[src/rtl/plane_move_ctrl.sv]
// plane_move_ctrl: moves the player plane by STEP pixels on button presses, with
// press-and-hold auto-repeat (first repeat after HOLD_CYCLES, then every REPEAT_CYCLES).
//
// Ports:
//   clk        system clock, all logic on the rising edge
//   rst        synchronous active-high reset
//   move_en_i  a single direction button is pressed
//   direct_i   direction code (UP/DOWN/LEFT/RIGHT), valid only with move_en_i
//   freeze_i   pause / game over, blocks all movement
//   pos_x_o    registered plane X position
//   pos_y_o    registered plane Y position
//   moved_o    registered one-cycle pulse on every edge where the position changes
module plane_move_ctrl #(
  parameter int unsigned STEP          = 4,
  parameter int unsigned HOLD_CYCLES   = 5_000_000,
  parameter int unsigned REPEAT_CYCLES = 1_000_000,
  parameter int unsigned X_MIN         = 0,
  parameter int unsigned X_MAX         = 620,
  parameter int unsigned Y_MIN         = 0,
  parameter int unsigned Y_MAX         = 460,
  parameter int unsigned X_INIT        = 300,
  parameter int unsigned Y_INIT        = 400
) (
  input  logic       clk,
  input  logic       rst,
  input  logic       move_en_i,
  input  logic [1:0] direct_i,
  input  logic       freeze_i,
  output logic [9:0] pos_x_o,
  output logic [9:0] pos_y_o,
  output logic       moved_o
);

  // Direction encoding shared with the rest of the game logic.
  localparam logic [1:0] DirUp    = 2'd0;
  localparam logic [1:0] DirDown  = 2'd1;
  localparam logic [1:0] DirLeft  = 2'd2;
  localparam logic [1:0] DirRight = 2'd3;

  localparam int unsigned MaxCycles = (HOLD_CYCLES > REPEAT_CYCLES) ? HOLD_CYCLES
                                                                    : REPEAT_CYCLES;
  localparam int unsigned CntW = (MaxCycles > 2) ? $clog2(MaxCycles) : 1;

  localparam logic [CntW-1:0] HoldLast   = CntW'(HOLD_CYCLES - 1);
  localparam logic [CntW-1:0] RepeatLast = CntW'(REPEAT_CYCLES - 1);

  // 11-bit arithmetic so pos + STEP cannot wrap before the clamp compare.
  localparam logic [10:0] StepW = 11'(STEP);
  localparam logic [10:0] XMinW = 11'(X_MIN);
  localparam logic [10:0] XMaxW = 11'(X_MAX);
  localparam logic [10:0] YMinW = 11'(Y_MIN);
  localparam logic [10:0] YMaxW = 11'(Y_MAX);

  typedef enum logic [1:0] {StIdle, StHold, StRepeat} state_e;

  state_e          state_q, state_d;
  logic [CntW-1:0] cnt_q, cnt_d;
  logic [1:0]      dir_q, dir_d;
  logic [9:0]      pos_x_q, pos_x_d;
  logic [9:0]      pos_y_q, pos_y_d;
  logic            moved_q, moved_d;
  logic            step_req;
  logic [10:0]     x_w, y_w;

  // State register and registered outputs.
  always_ff @(posedge clk) begin
    if (rst) begin
      state_q <= StIdle;
      cnt_q   <= '0;
      dir_q   <= DirDown;
      pos_x_q <= 10'(X_INIT);
      pos_y_q <= 10'(Y_INIT);
      moved_q <= 1'b0;
    end else begin
      state_q <= state_d;
      cnt_q   <= cnt_d;
      dir_q   <= dir_d;
      pos_x_q <= pos_x_d;
      pos_y_q <= pos_y_d;
      moved_q <= moved_d;
    end
  end

  // Next-state: press/hold/repeat timing and step requests.
  always_comb begin
    state_d  = state_q;
    cnt_d    = cnt_q;
    dir_d    = dir_q;
    step_req = 1'b0;
    if (freeze_i) begin
      // Returning to idle makes a still-held button count as a new press later.
      state_d = StIdle;
      cnt_d   = '0;
    end else begin
      unique case (state_q)
        StIdle: begin
          if (move_en_i) begin
            step_req = 1'b1;
            dir_d    = direct_i;
            cnt_d    = '0;
            state_d  = StHold;
          end
        end
        StHold, StRepeat: begin
          if (!move_en_i) begin
            state_d = StIdle;
            cnt_d   = '0;
          end else if (direct_i != dir_q) begin
            step_req = 1'b1;
            dir_d    = direct_i;
            cnt_d    = '0;
            state_d  = StHold;
          end else if (state_q == StHold) begin
            if (cnt_q == HoldLast) begin
              step_req = 1'b1;
              cnt_d    = '0;
              state_d  = StRepeat;
            end else begin
              cnt_d = cnt_q + CntW'(1);
            end
          end else begin
            if (cnt_q == RepeatLast) begin
              step_req = 1'b1;
              cnt_d    = '0;
            end else begin
              cnt_d = cnt_q + CntW'(1);
            end
          end
        end
        default: begin
          state_d = StIdle;
          cnt_d   = '0;
        end
      endcase
    end
  end

  // Outputs: clamped position update; a clamped no-op step raises no pulse.
  always_comb begin
    x_w     = {1'b0, pos_x_q};
    y_w     = {1'b0, pos_y_q};
    pos_x_d = pos_x_q;
    pos_y_d = pos_y_q;
    if (step_req) begin
      case (direct_i)
        DirUp:    pos_y_d = 10'((y_w < YMinW + StepW) ? YMinW : y_w - StepW);
        DirDown:  pos_y_d = 10'((y_w + StepW > YMaxW) ? YMaxW : y_w + StepW);
        DirLeft:  pos_x_d = 10'((x_w < XMinW + StepW) ? XMinW : x_w - StepW);
        default:  pos_x_d = 10'((x_w + StepW > XMaxW) ? XMaxW : x_w + StepW);
      endcase
    end
    moved_d = (pos_x_d != pos_x_q) || (pos_y_d != pos_y_q);
  end

  assign pos_x_o = pos_x_q;
  assign pos_y_o = pos_y_q;
  assign moved_o = moved_q;

endmodule

[config.mk]
export PLATFORM = sky130hd
export DESIGN_NAME = plane_move_ctrl
export DESIGN_NICKNAME = d
export VERILOG_FILES = /design/src/rtl/plane_move_ctrl.sv
export SDC_FILE = /design/constraint.sdc
export NUM_CORES = 1
export LEC_CHECK = 0
export ABC_AREA = 1
export BUFFER_PORTS_ARGS = -buffer_cell sky130_fd_sc_hd__buf_2
export CAP_MARGIN = 20
export CORE_AREA = 8 8 114 74
export DETAILED_ROUTE_END_ITERATION = 12
export DIE_AREA = 0 0 122 82
export GPL_TIMING_DRIVEN = 0
export PLACE_DENSITY = 0.82
export RECOVER_POWER = 50
export SYNTH_ARGS = -nofsm -noshare
export SYNTH_HDL_FRONTEND = slang
export SYNTH_SLANG_ARGS = --single-unit
[constraint.sdc]
create_clock -name clk -period 2.3 [get_ports clk]
set_input_delay 0 -clock clk [delete_from_list [all_inputs] [get_ports clk]]
set_output_delay 0 -clock clk [all_outputs]
set_load 0.05 [all_outputs]
==> metrics.md, run 1 <==
| Metric | Value |
|---|---|
| Vias per cell | `around 5.9` |
| Worst setup margin | `-41.5 ps` |
| Setup Skew | `7.50 ps` |
| Iteration-0 DRC Markers | `just under 600` |
| Non-Filler Instances | `~800` |
| CP required | `roughly 2500 ps` |
| Final Max Slew Viols | `0` |
| Post-route clock period utilization | `1.02` |
| CTS buffer count | `5` |
| Num Clock Sinks | `48` |
| Pre-CTS setup slack | `-211 ps` |
| Failing checks | `setup timing` |
| CP max stage delay | `400 ps` |
| Vias in the first global route | `3970` |
| Most common cell after layout, fill and taps aside | `nand2_1` |
| Initial antenna violation count | `0` |
| RSZ-0062 raised after global routing | `yes` |
| Delay-heaviest family, CP | `simple AND/OR/NAND/NOR gates` |
| Peak supply drop | `roughly 0.23 mV` |
| Routed Antenna Nets | `0` |
| Ys flop type | `dfxtp_1` |
| Post-synthesis sequential area ratio | `0.244` |
| First-pass GRT wire length | `between 15000 and 20000 µm` |
| Gate Count Post-Synth | `slightly below 700` |
| Clock slew at reported path FFs | `approximately 100 ps` |
| Row count | `24` |
| Post-synth EDFFs | `0` |
| Initial Util | `0.574` |
| Area grow syn2layout | `19.3%` |
| Fin Hold WS | `between 15 and 20 ps` |
| FFs w/ async S/R, synth | `0` |
| Startpoint Class | `flop` |
| Crit Path Class | `reg2reg` |
| Root Buffer | `clkbuf_8` |
| CP Cell Sequence | `ha_4 -> xor2_1 -> nor3_1 -> nand2_1 -> nor2_1 -> nand2_1 -> nand2_4 -> buf_6 -> buf_4 -> nand2_1 -> nand2_1 -> nand2_1 -> nand3_2 -> nand4_1 -> nor2_1 -> nand3_1 -> nand2_1 -> inv_1` |
| Hold Vio Cnt, Final | `0` |
| Buffers plus inverters on the worst setup path | `3` |
| Area of the die | `approximately 10000 µm²` |
| Crit path time final | `approximately 2300 ps` |
| DR WL/cell | `approximately 15 µm` |
| Total grt overflow | `0` |
| GPL Wtd Cong | `about 0.98` |
| Die Wd | `approximately 120 µm` |
| Worst slew pin tran | `between 700 and 800 ps` |
| #FFs+latches synth | `between 40 and 50` |
| Synth Net Count | `690` |
| Commonest non-fill, non-tap cells in the layout | `nand2_1 (184), nand3_1 (71), nor2_1 (67)` |
| DR vias | `between 4000 and 5000` |
| Status | `finished, violations left` |
| # port buffers | `25` |
| Clock Latency Late Sink | `around 320 ps` |
| CTS tree | `done` |
| Max Cap Viol | `0` |
| Clk buf depth | `2` |
| Fin nets | `between 700 and 800` |
| Worst Hold Class | `in2reg` |
| Crit path max fanout | `8` |
| Pin count of the biggest net entering global routing | `16` |
| PwrDens | `about 470 nW/µm²` |
| DRC viols | `0` |
| Hold_buf cts | `0` |
| Inst Count DP | `between 700 and 800` |
| H-tree depth | `2` |
| DRT Pass-1 Iters | `6` |
| CP arrival | `roughly 2600 ps` |
| Synthesis Warnings | `0` |
| Slew headroom | `0.511` |
| All-Layer GR Usage | `0.230` |
| Mapped Area | `roughly 4000 µm²` |
| Post-DP HPWL | `around 8700 µm` |
| Share of layout cells above drive strength 1 | `0.196` |
| Final setup fails | `1` |
| Total power | `roughly 0.0022 W` |
| Avg Inst Size Synth | `5.86 µm²` |
| Pleak | `around 2.0 nW` |
| Diode count | `0` |
| FMAX | `0.427 GHz` |
| Cell mode on critical path | `nand2_1` |
| Slowest-stage cell, CP | `dfxtp_4` |
| Synth unique cells | `44` |
| Core Region | `around 7000 µm²` |
| Critical Path Sink Type | `flop` |
| Final WL | `12500 µm` |
| Die height | `approximately 80 µm` |
| I/O pin total | `27` |
## area by class of cell
cell class / count / area (µm²)
Timing Repair Buffer: 41 / 268
Inverter: 78 / 305
Fill cell: 635 / 2170
Multi-Input combinational cell: 525 / 2750
Sequential cell: 48 / 1000
Tap cell: 91 / 114
Buffer: 20 / 153
Clock buffer: 6 / 82.6
Clock inverter: 2 / 38.8
## logic make-up after synthesis
kind of cell               count (synthesis)  synth area share
and+or+nand+nor                          403             0.448
AOI/OAI and AO/OA                        104             0.152
buffers and inverters                    100             0.105
DFF                                       48             0.244
adders and majority gates                 11            0.0349
xor gates and xnor gates                   7            0.0155
## layer usage
layer | part of all wire | vias up | global-route usage
met1 | 0.44 | 2173 | 0.329
met3 | 0.12 | 41 | 0.0460
met2 | 0.42 | 305 | 0.332
met4 | 0.019 | 0 | 0.0820
met5 | 0 | - | 0
li1 | - | 2296 | -
## per-stage QoR
| stage | instance area, µm² | utilization | TNS, ps |
|---|---|---|---|
| final | 4710 | 0.684 | -41.5 |
| after global routing | 4710 | 0.684 | -306 |
| after CTS | 4370 | 0.636 | -69.2 |
| after detailed placement | 4190 | 0.610 | -492 |
| after global placement | 4190 | 0.610 | -167 |
| after floorplan | 3950 | - | 0 |
## where the power goes
| part | total (W) | internal (W) | switching, W |
|---|---|---|---|
| logic | 0.000634 | 0.000204 | 0.000431 |
| clock network | 0.000689 | 0.000357 | 0.000332 |
| registers | 0.000894 | 0.000856 | 0.0000387 |
## repair_timing
action                     CTS  global route
pin swaps                    1            21
hold endpoints to repair     0             0
gates resized for setup     12            79
buffers inserted             2            13
setup endpoints to repair   11            26
cloned                       0             1
## sequential cells by signal, summed over array words and instances, names as in the netlist
name	flops
moved_o	1
cnt_q	23
pos_y_o	10
dir_q	2
pos_x_o	10
state_q	2
## cell usage after synthesis (all sizes together) (9+ instances only)
cell type  instances  area share
inv               75       0.071
nand3             78        0.10
nand4             21       0.033
buf               13       0.023
ha                11       0.035
a21oi             43       0.059
clkbuf             9      0.0086
dfxtp             48        0.24
nand2            197        0.19
o21ai             35       0.044
nor2              83       0.084
nor3              14       0.022
## tightest hold or removal path, cell delays in order
cell and delay, ps:
buf_2 100, nor2_1 60, nand3_1 80, a21oi_1 60
## final timing paths
check	start	end	slack [ps]	cells past startpoint
min	freeze_i	dir_q[1]	20	4
min reg2reg	dir_q[1]	dir_q[1]	480	2
max	pos_y_o[2]	moved_o	-40	18
max reg2reg	pos_y_o[2]	moved_o	-40	18
(Power assumes the default switching activity.)
==> inputs of run 2 (changes only) <==
ABC_AREA = 0   (was 1)
ABC_CLOCK_PERIOD_IN_PS = 2300   (was default)
CORE_AREA = 8 8 115 75   (was 8 8 114 74)
DIE_AREA = 0 0 123 83   (was 0 0 122 82)
PLACE_DENSITY = 0.81   (was 0.82)
==> run 2 against run 1 <==
  * The run still ends with setup timing left
  * Clock power grew 13%
  * Area after synthesis grew 1.4%
  * Critical path depth shrank 6
  * Power grew 2.0%
  * Wire length grew 30%
  * Sequential share of layout area shrank 2.7 points
  * First-iteration DRC count grew 59%
  * Clock skew grew 2.5 ps
  * Sequential power shrank 3.1%
  * Design area grew 15%
  * Hold slack gained 81 ps
  * Clock-buffer cell count grew 1
  * Critical endpoint unchanged
  * Highest routed layer unchanged
==> metrics.md, run 2 <==
| Metric | Value |
|---|---|
| Synth unique cells | `88 (+100%)` |
| Clk buf depth | `2 (unchanged)` |
| Routed Antenna Nets | `0 (unchanged)` |
| Post-synthesis sequential area ratio | `0.240 (-0.00335)` |
| CTS buffer count | `5 (unchanged)` |
| Gate Count Post-Synth | `557 (-17%)` |
| Die height | `83 µm (+1.2%)` |
| GR peak layer | `met1` |
| Post-synth EDFFs | `0 (unchanged)` |
| Final setup fails | `21 (+20)` |
| GR Layer Usage met1 | `0.424 (+0.0943)` |
| Status | `finished, violations left` |
| Worst slew pin tran | `820 ps (+88.6 ps)` |
| Synth top area cells | `dfxtp_1 (24%), nor2_1 (6.4%), a21oi_1 (5.4%)` |
| Yosys top cell area share | `0.240 (-0.00335)` |
| Setup TNS Final | `-7120 ps (-7070 ps)` |
| Buffers plus inverters on the worst setup path | `2 (-1)` |
| Synth Net Count | `574 (-17%)` |
| Pleak | `1.87 nW (-4.6%)` |
| Most common cell after layout, fill and taps aside | `nor2_1` |
| Startpoint Class | `flop` |
| Clock group share of total power | `0.345 (+0.034)` |
| Top post-synthesis cells by count | `nor2_1 (68), nand2_1 (50), dfxtp_1 (48)` |
| Clock Latency Late Sink | `300 ps (-20 ps)` |
| CP required | `2520 ps (about the same)` |
| Reg2reg start | `pos_x_o[3]` |
| I/O pin total | `27 (unchanged)` |
| Final WL | `16300 µm (+30%)` |
| Sw Share | `0.333 (-0.0285)` |
| All-Layer GR Usage | `0.290 (+0.0604)` |
| Critical Path Sink Type | `flop` |
| DRC viols | `0 (unchanged)` |
| Seq pwr share | `0.383 (-0.020)` |
| RSZ-0062 raised after global routing | `yes` |
| Gate power share | `0.272 (-0.014)` |
| CP Cell Sequence | `buf_8 -> inv_4 -> ha_4 -> or2b_4 -> a2111oi_4 -> and4bb_4 -> a21oi_4 -> nor2_1 -> mux2_4 -> mux2_4 -> a41oi_1 -> o31a_1` |
| CP arrival | `3240 ps (+670 ps)` |
| DRT Pass-1 Iters | `6 (unchanged)` |
| Vias in the first global route | `4457 (+12%)` |
| Setup Skew | `9.97 ps (+2.47 ps)` |
| Max Cap Viol | `0 (unchanged)` |
| DR vias | `5153 (+7.0%)` |
| FFs w/ async S/R, synth | `0 (unchanged)` |
| Worst Hold Class | `in2reg` |
| Core Region | `6970 µm² (+1.3%)` |
| FMAX | `0.331 GHz (-22%)` |
| Crit path time final | `3020 ps (+677 ps)` |
| Cell mode on critical path | `mux2_4` |
| CP max stage delay | `370 ps (-30 ps)` |
| Worst Setup SP | `pos_x_o[3]` |
| H-tree depth | `2 (unchanged)` |
| CTS tree | `done` |
| Die Wd | `123 µm (+0.82%)` |
| Fin nets | `652 (-11%)` |
| Row count | `24 (unchanged)` |
| Commonest non-fill, non-tap cells in the layout | `nor2_1 (64), nand2_1 (44), clkbuf_1 (43)` |
| DR WL/cell | `22.4 µm (+45%)` |
| Post-DP HPWL | `10800 µm (+24%)` |
| Hold path startpoint | `freeze_i` |
| Area of the die | `10200 µm² (+2.0%)` |
| Slowest-stage cell, CP | `dfxtp_4` |
| Area grow syn2layout | `35.0%` |
| Diode count | `0 (unchanged)` |
| Global-route met3 utilization | `0.157 (+0.111)` |
| First-pass GRT wire length | `23800 µm (+27%)` |
| Vias per cell | `7.09 (+19%)` |
| Initial antenna violation count | `0 (unchanged)` |
| NetSw | `0.000753 W (-6.1%)` |
| # port buffers | `25 (unchanged)` |
| GPL Wtd Cong | `1.01 (+3.2%)` |
| Peak supply drop | `0.398 mV (+71%)` |
| Pin count of the biggest net entering global routing | `15 (-1)` |
| Failing checks | `setup timing` |
| Synth area leader | `dfxtp_1` |
| FILL cells | `484 (-24%)` |
| Hold_buf cts | `0 (unchanged)` |
| Cell Area, Placed | `4330 µm² (+3.3%)` |
| Synthesis Warnings | `0 (unchanged)` |
| Slew headroom | `0.453 (-0.0572)` |
| Worst setup margin | `-719 ps (-677 ps)` |
| Ys flop type | `dfxtp_1` |
| #FFs+latches synth | `48 (unchanged)` |
| PwrDens | `419 nW/µm² (-11%)` |
| Final Max Slew Viols | `0 (unchanged)` |
| Iteration-0 DRC Markers | `932 (+59%)` |
| Crit Path Class | `reg2reg` |
| Root Buffer | `clkbuf_16` |
| Largest register FFs | `23 (unchanged)` |
| Cell internal pwr | `0.00151 W (+6.5%)` |
| Biggest register | `cnt_q` |
| Clock slew at reported path FFs | `70 ps (-30 ps)` |
| Initial Util | `0.574 (about the same)` |
| Met2 Use GR | `0.351 (+0.0188)` |
| Share of layout cells above drive strength 1 | `0.294 (+0.0982)` |
| Num Clock Sinks | `48 (unchanged)` |
| Post-route clock period utilization | `1.31 (+0.294)` |
| Crit path max fanout | `5 (-3)` |
| Mapped Area | `4000 µm² (+1.4%)` |
| Most frequent cell after synthesis | `nor2_1` |
| Utilization after layout | `0.775 (+0.0908)` |
| Hold Vio Cnt, Final | `0 (unchanged)` |
| Total grt overflow | `0 (unchanged)` |
| Final instance area | `5400 µm² (+15%)` |
| Delay-heaviest family, CP | `compound AO/OA/AOI/OAI gates` |
| Avg Inst Size Synth | `7.18 µm² (+23%)` |
-- run 2: what timing repair did --
item | CTS | global route
buffers inserted | 33 | 16
pin swaps | 26 | 23
endpoints found under the setup margin | 43 | 43
resized for setup | 84 | 75
cloned | 0 | 0
-- run 2: worst paths after layout --
| kind | to | slack (ps) | cells past startpoint |
|---|---|---|---|
| setup / recovery | moved_o | -720 | 12 |
| hold / removal | dir_q[0] | 100 | 4 |
| setup reg to reg | moved_o | -720 | 12 |
| hold reg to reg | pos_y_o[1] | 450 | 2 |
-- run 2: kinds of logic (layout without fill, tap and decap cells) --
family,Yosys count,count (layout),share of synthesized area
adder cells (fa/ha/maj),11,11,0.0344
flip-flops,48,48,0.240
multiplexers,7,7,0.0194
XOR/XNOR,7,7,0.0153
AND/OR/NAND/NOR,259,259,0.345
AO/OA/AOI/OAI,163,163,0.277
buffers and inverters,62,141,0.0685
-- run 2: metrics by stage --
step | setup WS, ps | power, W | hold slack, ps | cells
after CTS | -652 | 0.00217 | 96.9 | 713
after global routing | -773 | 0.00232 | 139 | 727
after floorplan | -569 | 0.00121 | 259 | 557
after detailed placement | -834 | 0.00133 | 406 | 673
final | -719 | 0.00226 | 98.7 | 727
after global placement | -878 | 0.00133 | 392 | 673
-- run 2: power groups by stage --
stage	clock, W	combinational [W]	sequential, W
3_3_place_gp	0	0.000445	0.000881
2_1_floorplan	0	0.000289	0.000923
3_5_place_dp	0	0.000450	0.000882
5_1_grt	0.000815	0.000639	0.000867
6_report	0.000781	0.000615	0.000866
4_1_cts	0.000775	0.000528	0.000863
-- run 2: worst reg2reg max path: cells and delay by family (launching register included) --
kind,cells,cell delay [ps]
AOI/OAI and AO/OA,4,920
adders and majority gates,1,260
buffers and inverters,2,160
DFF,1,370
muxes,2,590
and+or+nand+nor,3,650
-- run 2: cell type report --
cell class / instances / area (µm²) / share of cell area
multi-input cells: 447 / 3270 / 0.606
well taps: 91 / 114 / 0.0211
plain buffers: 40 / 263 / 0.0487
clock inverters: 1 / 6.26 / 0.00116
repair buffers: 73 / 522 / 0.0966
clock buffers: 7 / 143 / 0.0264
inverters: 20 / 82.6 / 0.0153
flip-flops and latches: 48 / 1000 / 0.185
-- run 2: routing by layer --
| metal | up-vias | part of all wire |
|---|---|---|
| met5 | - | 0 |
| met4 | 0 | 0.024 |
| met3 | 74 | 0.18 |
| met2 | 475 | 0.38 |
| met1 | 2372 | 0.41 |
| li1 | 2232 | - |
